$ cat src/rtl/sync_async_patmon.sv
`default_nettype none
// ============================================================================
// sync_async_patmon : pulse-set monitor (pulse count, first delay, widths, sets)
// Optional build macro PATMON_GLITCH_FILTER_EN. Revision 1.0
// ============================================================================
module sync_async_patmon (
  input  logic       clk,
  input  logic       rst_n,
  input  logic       clear,
  input  logic       suspend,
  input  logic       write,
  input  logic [3:0] addr,
  input  logic [7:0] din,
  output logic [7:0] dout,
  input  logic       synced,
  input  logic       syncrst,
  input  logic       sig_in,
  output logic       busy,
  output logic       done,
  output logic       sat
);

  typedef enum logic [2:0] {
    S_IDLE       = 3'd0,
    S_ARMED      = 3'd1,
    S_WAIT_FIRST = 3'd2,
    S_HIGH       = 3'd3,
    S_LOW        = 3'd4,
    S_SETEND     = 3'd5
  } state_t;

  state_t      r_state, w_next;
  logic [15:0] r_cfg_runlen, r_cfg_timeout, r_cfg_clkfac;
  logic [15:0] r_runlen, r_timeout, r_clkfac;
  logic        r_sig_s1, r_sig_s2, r_syn_s1, r_syn_s2, r_syn_d;
  logic [15:0] r_div, r_delay, r_low, r_setcnt, r_res_delay;
  logic [7:0]  r_high, r_npulses, r_hi_w, r_lo_w, r_res_np, r_res_hi, r_res_lo;
  logic        r_samp;
  logic        w_tick, w_samp, w_rise, w_fall, w_sync_edge, w_last_set;
  logic [15:0] w_tmo, w_low_inc;
  logic [7:0]  w_high_inc, w_rdata;

  always_ff @(posedge clk or negedge rst_n) begin
    if (!rst_n) begin
      r_sig_s1 <= 1'b0;
      r_sig_s2 <= 1'b0;
      r_syn_s1 <= 1'b0;
      r_syn_s2 <= 1'b0;
      r_syn_d  <= 1'b0;
    end else begin
      r_sig_s1 <= sig_in;
      r_sig_s2 <= r_sig_s1;
      r_syn_s1 <= syncrst;
      r_syn_s2 <= r_syn_s1;
      r_syn_d  <= r_syn_s2;
    end
  end

  always_ff @(posedge clk or negedge rst_n) begin
    if (!rst_n) begin
      r_cfg_runlen  <= 16'd0;
      r_cfg_timeout <= 16'd0;
      r_cfg_clkfac  <= 16'd0;
    end else if (write) begin
      case (addr)
        4'd10:   r_cfg_runlen[15:8]  <= din;
        4'd11:   r_cfg_runlen[7:0]   <= din;
        4'd12:   r_cfg_timeout[15:8] <= din;
        4'd13:   r_cfg_timeout[7:0]  <= din;
        4'd14:   r_cfg_clkfac[15:8]  <= din;
        4'd15:   r_cfg_clkfac[7:0]   <= din;
        default: ;
      endcase
    end
  end

  assign w_sync_edge = r_syn_s2 & ~r_syn_d;
  assign w_tick      = (r_div == 16'd0) && !suspend;

  always_ff @(posedge clk or negedge rst_n) begin
    if (!rst_n)
      r_div <= 16'd0;
    else if (clear)
      r_div <= r_cfg_clkfac;
    else if (!suspend) begin
      if (r_state == S_ARMED && synced && w_sync_edge)
        r_div <= r_clkfac;
      else if (r_div == 16'd0)
        r_div <= r_clkfac;
      else
        r_div <= r_div - 16'd1;
    end
  end

`ifdef PATMON_GLITCH_FILTER_EN
  // A new level is accepted only once two consecutive raw tick samples agree.
  logic r_raw;
  assign w_samp = (r_sig_s2 == r_raw) ? r_sig_s2 : r_samp;
  always_ff @(posedge clk or negedge rst_n) begin
    if (!rst_n) begin
      r_raw  <= 1'b0;
      r_samp <= 1'b0;
    end else if (w_tick) begin
      r_raw  <= r_sig_s2;
      r_samp <= w_samp;
    end
  end
`else
  assign w_samp = r_sig_s2;
  always_ff @(posedge clk or negedge rst_n) begin
    if (!rst_n)
      r_samp <= 1'b0;
    else if (w_tick)
      r_samp <= w_samp;
  end
`endif

  assign w_rise     = w_tick & w_samp & ~r_samp;
  assign w_fall     = w_tick & ~w_samp & r_samp;
  assign w_tmo      = (r_timeout == 16'd0) ? 16'd1 : r_timeout;
  assign w_last_set = (r_runlen != 16'd0) && ((r_setcnt + 16'd1) == r_runlen);
  assign w_high_inc = (r_high == 8'hFF) ? 8'hFF : r_high + 8'd1;
  assign w_low_inc  = r_low + 16'd1;

  always_comb begin
    w_next = r_state;
    if (clear)
      w_next = S_ARMED;
    else if (!suspend) begin
      case (r_state)
        S_IDLE:       w_next = S_IDLE;
        S_ARMED:      if (!synced || w_sync_edge) w_next = S_WAIT_FIRST;
        S_WAIT_FIRST: if (w_rise) w_next = S_HIGH;
        S_HIGH:       if (w_fall) w_next = S_LOW;
        S_LOW: begin
          if (r_low == w_tmo)
            w_next = S_SETEND;
          else if (w_rise)
            w_next = S_HIGH;
        end
        S_SETEND:     w_next = w_last_set ? S_IDLE : S_ARMED;
        default:      w_next = S_IDLE;
      endcase
    end
  end

  always_ff @(posedge clk or negedge rst_n) begin
    if (!rst_n) begin
      r_state <= S_IDLE;
      busy    <= 1'b0;
    end else begin
      r_state <= w_next;
      busy    <= (w_next == S_WAIT_FIRST) || (w_next == S_HIGH) || (w_next == S_LOW);
    end
  end

  always_ff @(posedge clk or negedge rst_n) begin
    if (!rst_n) begin
      r_runlen <= 16'd0;  r_timeout <= 16'd0;  r_clkfac <= 16'd0;
      r_delay  <= 16'd0;  r_low     <= 16'd0;  r_setcnt <= 16'd0;
      r_high   <= 8'd0;   r_npulses <= 8'd0;   r_hi_w   <= 8'd0;   r_lo_w <= 8'd0;
      r_res_np <= 8'd0;   r_res_hi  <= 8'd0;   r_res_lo <= 8'd0;   r_res_delay <= 16'd0;
      done     <= 1'b0;   sat       <= 1'b0;
    end else if (clear) begin
      r_runlen <= r_cfg_runlen;  r_timeout <= r_cfg_timeout;  r_clkfac <= r_cfg_clkfac;
      r_delay  <= 16'd0;  r_low     <= 16'd0;  r_setcnt <= 16'd0;
      r_high   <= 8'd0;   r_npulses <= 8'd0;   r_hi_w   <= 8'd0;   r_lo_w <= 8'd0;
      r_res_np <= 8'd0;   r_res_hi  <= 8'd0;   r_res_lo <= 8'd0;   r_res_delay <= 16'd0;
      done     <= 1'b0;   sat       <= 1'b0;
    end else if (!suspend) begin
      case (r_state)
        S_WAIT_FIRST: if (w_tick) begin
          if (w_rise) begin
            r_npulses <= 8'd1;
            r_high    <= 8'd0;
          end else if (r_delay == 16'hFFFF)
            sat <= 1'b1;
          else
            r_delay <= r_delay + 16'd1;
        end
        S_HIGH: if (w_tick) begin
          if (r_high == 8'hFF) sat <= 1'b1;
          // Widths include the edge tick itself, so an N-tick pulse reads N.
          if (w_fall) begin
            r_hi_w <= w_high_inc;
            r_low  <= 16'd0;
          end else
            r_high <= w_high_inc;
        end
        S_LOW: if (r_low != w_tmo && w_tick) begin
          if (w_rise) begin
            if (r_low >= 16'd255) begin
              r_lo_w <= 8'hFF;
              sat    <= 1'b1;
            end else
              r_lo_w <= w_low_inc[7:0];
            if (r_npulses == 8'hFF) sat <= 1'b1;
            else r_npulses <= r_npulses + 8'd1;
            r_high <= 8'd0;
          end else
            r_low <= w_low_inc;
        end
        S_SETEND: begin
          r_res_np    <= r_npulses;
          r_res_hi    <= r_hi_w;
          r_res_lo    <= r_lo_w;
          r_res_delay <= r_delay;
          if (r_setcnt == 16'hFFFF) sat <= 1'b1;
          else r_setcnt <= r_setcnt + 16'd1;
          if (w_last_set)
            done <= 1'b1;
          else begin
            r_delay   <= 16'd0;
            r_npulses <= 8'd0;
          end
        end
        default: ;
      endcase
    end
  end

  always_comb begin
    w_rdata = 8'd0;
    case (addr)
      4'd0:    w_rdata = r_res_np;
      4'd1:    w_rdata = r_res_hi;
      4'd2:    w_rdata = r_res_lo;
      4'd3:    w_rdata = {5'b0, sat, done, busy};
      4'd4:    w_rdata = r_res_delay[15:8];
      4'd5:    w_rdata = r_res_delay[7:0];
      4'd6:    w_rdata = r_setcnt[15:8];
      4'd7:    w_rdata = r_setcnt[7:0];
      4'd10:   w_rdata = r_cfg_runlen[15:8];
      4'd11:   w_rdata = r_cfg_runlen[7:0];
      4'd12:   w_rdata = r_cfg_timeout[15:8];
      4'd13:   w_rdata = r_cfg_timeout[7:0];
      4'd14:   w_rdata = r_cfg_clkfac[15:8];
      4'd15:   w_rdata = r_cfg_clkfac[7:0];
      default: w_rdata = 8'd0;
    endcase
  end

  always_ff @(posedge clk or negedge rst_n) begin
    if (!rst_n) dout <= 8'd0;
    else        dout <= w_rdata;
  end

endmodule
`default_nettype wire

$ cat config.mk
export PLATFORM = sky130hd
export DESIGN_NAME = sync_async_patmon
export DESIGN_NICKNAME = d
export VERILOG_FILES = /design/src/rtl/sync_async_patmon.sv
export SDC_FILE = /design/constraint.sdc
export NUM_CORES = 1
export LEC_CHECK = 0
export CAP_MARGIN = 20
export CORE_MARGIN = 5
export CORE_UTILIZATION = 40
export CTS_CLUSTER_SIZE = 40
export DETAILED_ROUTE_END_ITERATION = 10
export PLACE_DENSITY = 0.58
export SLEW_MARGIN = 0
export SYNTH_ARGS = -nofsm -noshare
export SYNTH_HDL_FRONTEND = slang
export SYNTH_SLANG_ARGS = --single-unit
$ cat constraint.sdc
create_clock -name clk -period 4.6 [get_ports clk]
set_input_delay 1.15 -clock clk [delete_from_list [all_inputs] [get_ports clk]]
set_output_delay 1.15 -clock clk [all_outputs]
set_load 0.01 [all_outputs]
==> results.ini <==
[run_status]
status = complete, no violations

[critical_path]
crit_slowest_cell = o21ai_2
path_class = flop to flop
startpoint_type = flop
reg2regPathDepth = 10
cp_max_fo = 17
cp_top_family = compound AO/OA/AOI/OAI gates
path_buf_inv = 1
cp.arrival_ns = 4.14
cp-end-kind = flop
path_cells = ha_1 > nand3_2 > o21a_1 > or4b_4 > a221oi_2 > nand4_2 > o21ai_2 > buf_4 > or3_1 > a21oi_1
cpPeakStageDelay_ns = 0.61
path_depth = 10
worstPathRequired_ns = 5.03

[floorplanning]
die_area_um2 = 36400
start_util = 0.403
coreArea_um2 = 32500
io-pin-count = 31
fp.dieW_um = 191
rows = 66
die_h_um = 191

[global_route]
grt_overflow = 0
gr-usage-all-layers = 0.201
top_usage_layer = met2
met2_usage = 0.316
use_met3 = 0.0233
grt_first_pass_wirelength_um = 58900
use_met1 = 0.297
antenna_found_initial = 0
grt_max_degree = 83
grt_pass1_vias = 9999

[timing]
rsz0062_at_grt = no
hold_viol_final = 0
max_clock_freq_ghz = 0.269
tightestPinTransition_ns = 0.715
clock_skew_ns = 0.0119
slew_headroom = 0.521
slew_violations = 0
min_period_over_period = 0.807
tns_ns = 0
finalSetupViolCount = 0
whs_ns = 0.351
period_needed_ns = 3.71

[yosys]
ys_async_sr_fraction = 1.00
ys.flop_type = dfrtp_1
yosys_warnings = 0
syn_inst = 1308
synth_seq_cells = 252
synth.net_count = 1335
netlist_area_um2 = 13100
syn_avg_cell_area_um2 = 10.0
ys_seq_area_frac = 0.482
synth_edf_count = 0
ys_types = 80

[clock_network]
cts_made_buffers = 30
cts_tree = built
cts_root_buf = clkbuf_16
clock_latency_ns = 0.56
ctsLongestPathBuffers = 3
h-tree-depth = 1
cts_hold_buf = 0
postCtsResizedCells = 0
cts.sinks = 252
path_clk_slew_ns = 0.06
postCtsSetupBuffers = 0

[routing]
dr.first_iter.drc_count = 998
wirelength_um = 36300
vias = 10300
routed_via_density = 5.77
drtPass1Iterations = 5
wl_per_cell_um = 20.4
drc = 0
ant_nets = 0

[worst_hold_path]
hold_depth = 0
hold_path_class = flop to flop

[cells_and_area]
synthToLayoutAreaGrowth_pct = 13.5
n_antenna_cell = 0
final_net_count = 1343
final_cell_mix = dfrtp_1 (252), nor2_1 (123), o21ai_0 (108), mux2_2 (91), nand2_1 (90)
drive_gt1_frac = 0.156
layout_commonest_cell = dfrtp_1

[place]
gp_congestion = 0.921
hpwl_um = 25800
port_buffers = 30

[run]
maxCapViolations = 0

[power]
power.density_nw_per_um2 = 409
power.leakage_nw = 6.15
ir_drop_v = 0.000267

## state kept, by name (all words and copies together) (netlist names), 3 cells and up
name / cells
r_setcnt: 16
r_hi_w: 8
r_high: 8
r_res_delay: 16
r_res_hi: 8
r_res_lo: 8
r_low: 16
dout: 8
r_runlen: 16
r_cfg_clkfac: 16
r_delay: 16
r_clkfac: 16
r_state: 3
r_cfg_timeout: 16
r_div: 16
r_cfg_runlen: 16
r_timeout: 16
r_lo_w: 8
r_res_np: 8
r_npulses: 8
## report_power, final
group          switching (mW)  internal (mW)  leakage (nW)  total (mW)
clock                   0.942           1.52         0.498        2.46
sequential              0.295           2.48          3.32        2.77
combinational           0.437          0.408          2.34       0.846
total                    1.67           4.40          6.15        6.08
## synthesized netlist by cell type, drive strengths merged (19+ instances only)
| cell | number | share of area |
|---|---|---|
| a21oi | 70 | 0.027 |
| a22o | 41 | 0.027 |
| buf | 29 | 0.012 |
| clkbuf | 55 | 0.016 |
| dfrtp | 252 | 0.48 |
| inv | 36 | 0.010 |
| mux2 | 92 | 0.079 |
| nand2 | 91 | 0.027 |
| nand3 | 46 | 0.018 |
| nand4 | 21 | 0.011 |
| nor2 | 125 | 0.036 |
| nor3 | 28 | 0.012 |
| nor4 | 25 | 0.016 |
| o21ai | 115 | 0.045 |
| xnor2 | 19 | 0.013 |
| xor2 | 29 | 0.019 |
## routing by layer
layer  up-vias  routed length, µm  part of all wire
li1       4818                  -                 -
met1      5122              17100              0.47
met5         -                  0                 0
met4         0               1030             0.028
met2       257              16500              0.45
met3        60               1650             0.045
## path summary, 6_finish.rpt
path	slack [ns]	endpoint	start
max in group asynchronous	2.91	r_res_hi[6]$_DFFE_PN0P_	rst_n
max	0.89	r_delay[15]$_DFFE_PN0P_	r_setcnt[0]$_DFFE_PN0P_
min in group asynchronous	0.57	dout[2]$_DFF_PN0_	rst_n
min	0.35	r_sig_s2$_DFF_PN0_	r_sig_s1$_DFF_PN0_
max reg2reg	0.89	r_delay[15]$_DFFE_PN0P_	r_setcnt[0]$_DFFE_PN0P_
min reg2reg	0.35	r_sig_s2$_DFF_PN0_	r_sig_s1$_DFF_PN0_
## cell families after synthesis
logic type / after synthesis / synth area share
buffers and inverters: 120 / 0.0385
multiplexers: 110 / 0.0990
AND/OR/NAND/NOR: 418 / 0.165
AO/OA/AOI/OAI: 353 / 0.177
XOR/XNOR: 48 / 0.0321
adder cells (fa/ha/maj): 7 / 0.00669
flip-flops: 252 / 0.482
## final cells by class
cell class	instances	area, µm²
Fill cell	3080	17600
Sequential cell	252	6310
Multi-Input combinational cell	936	6290
Clock buffer	39	856
Tap cell	442	553
Timing Repair Buffer	60	541
Clock inverter	12	168
Inverter	36	135
## per-stage QoR
step                 util  total power, mW  setup WS [ns]  std cells  area [µm²]
finish              0.457             6.08          0.887       1777       14800
global route        0.457             6.35          0.630       1777       14800
CTS                 0.457             6.13          0.904       1776       14800
detailed placement  0.426             3.65          0.806       1725       13800
global placement    0.426             3.63          0.853       1725       13800
floorplan               -             3.31           1.61       1308       13100
No activity file was read; power rests on OpenSTA's default activity.
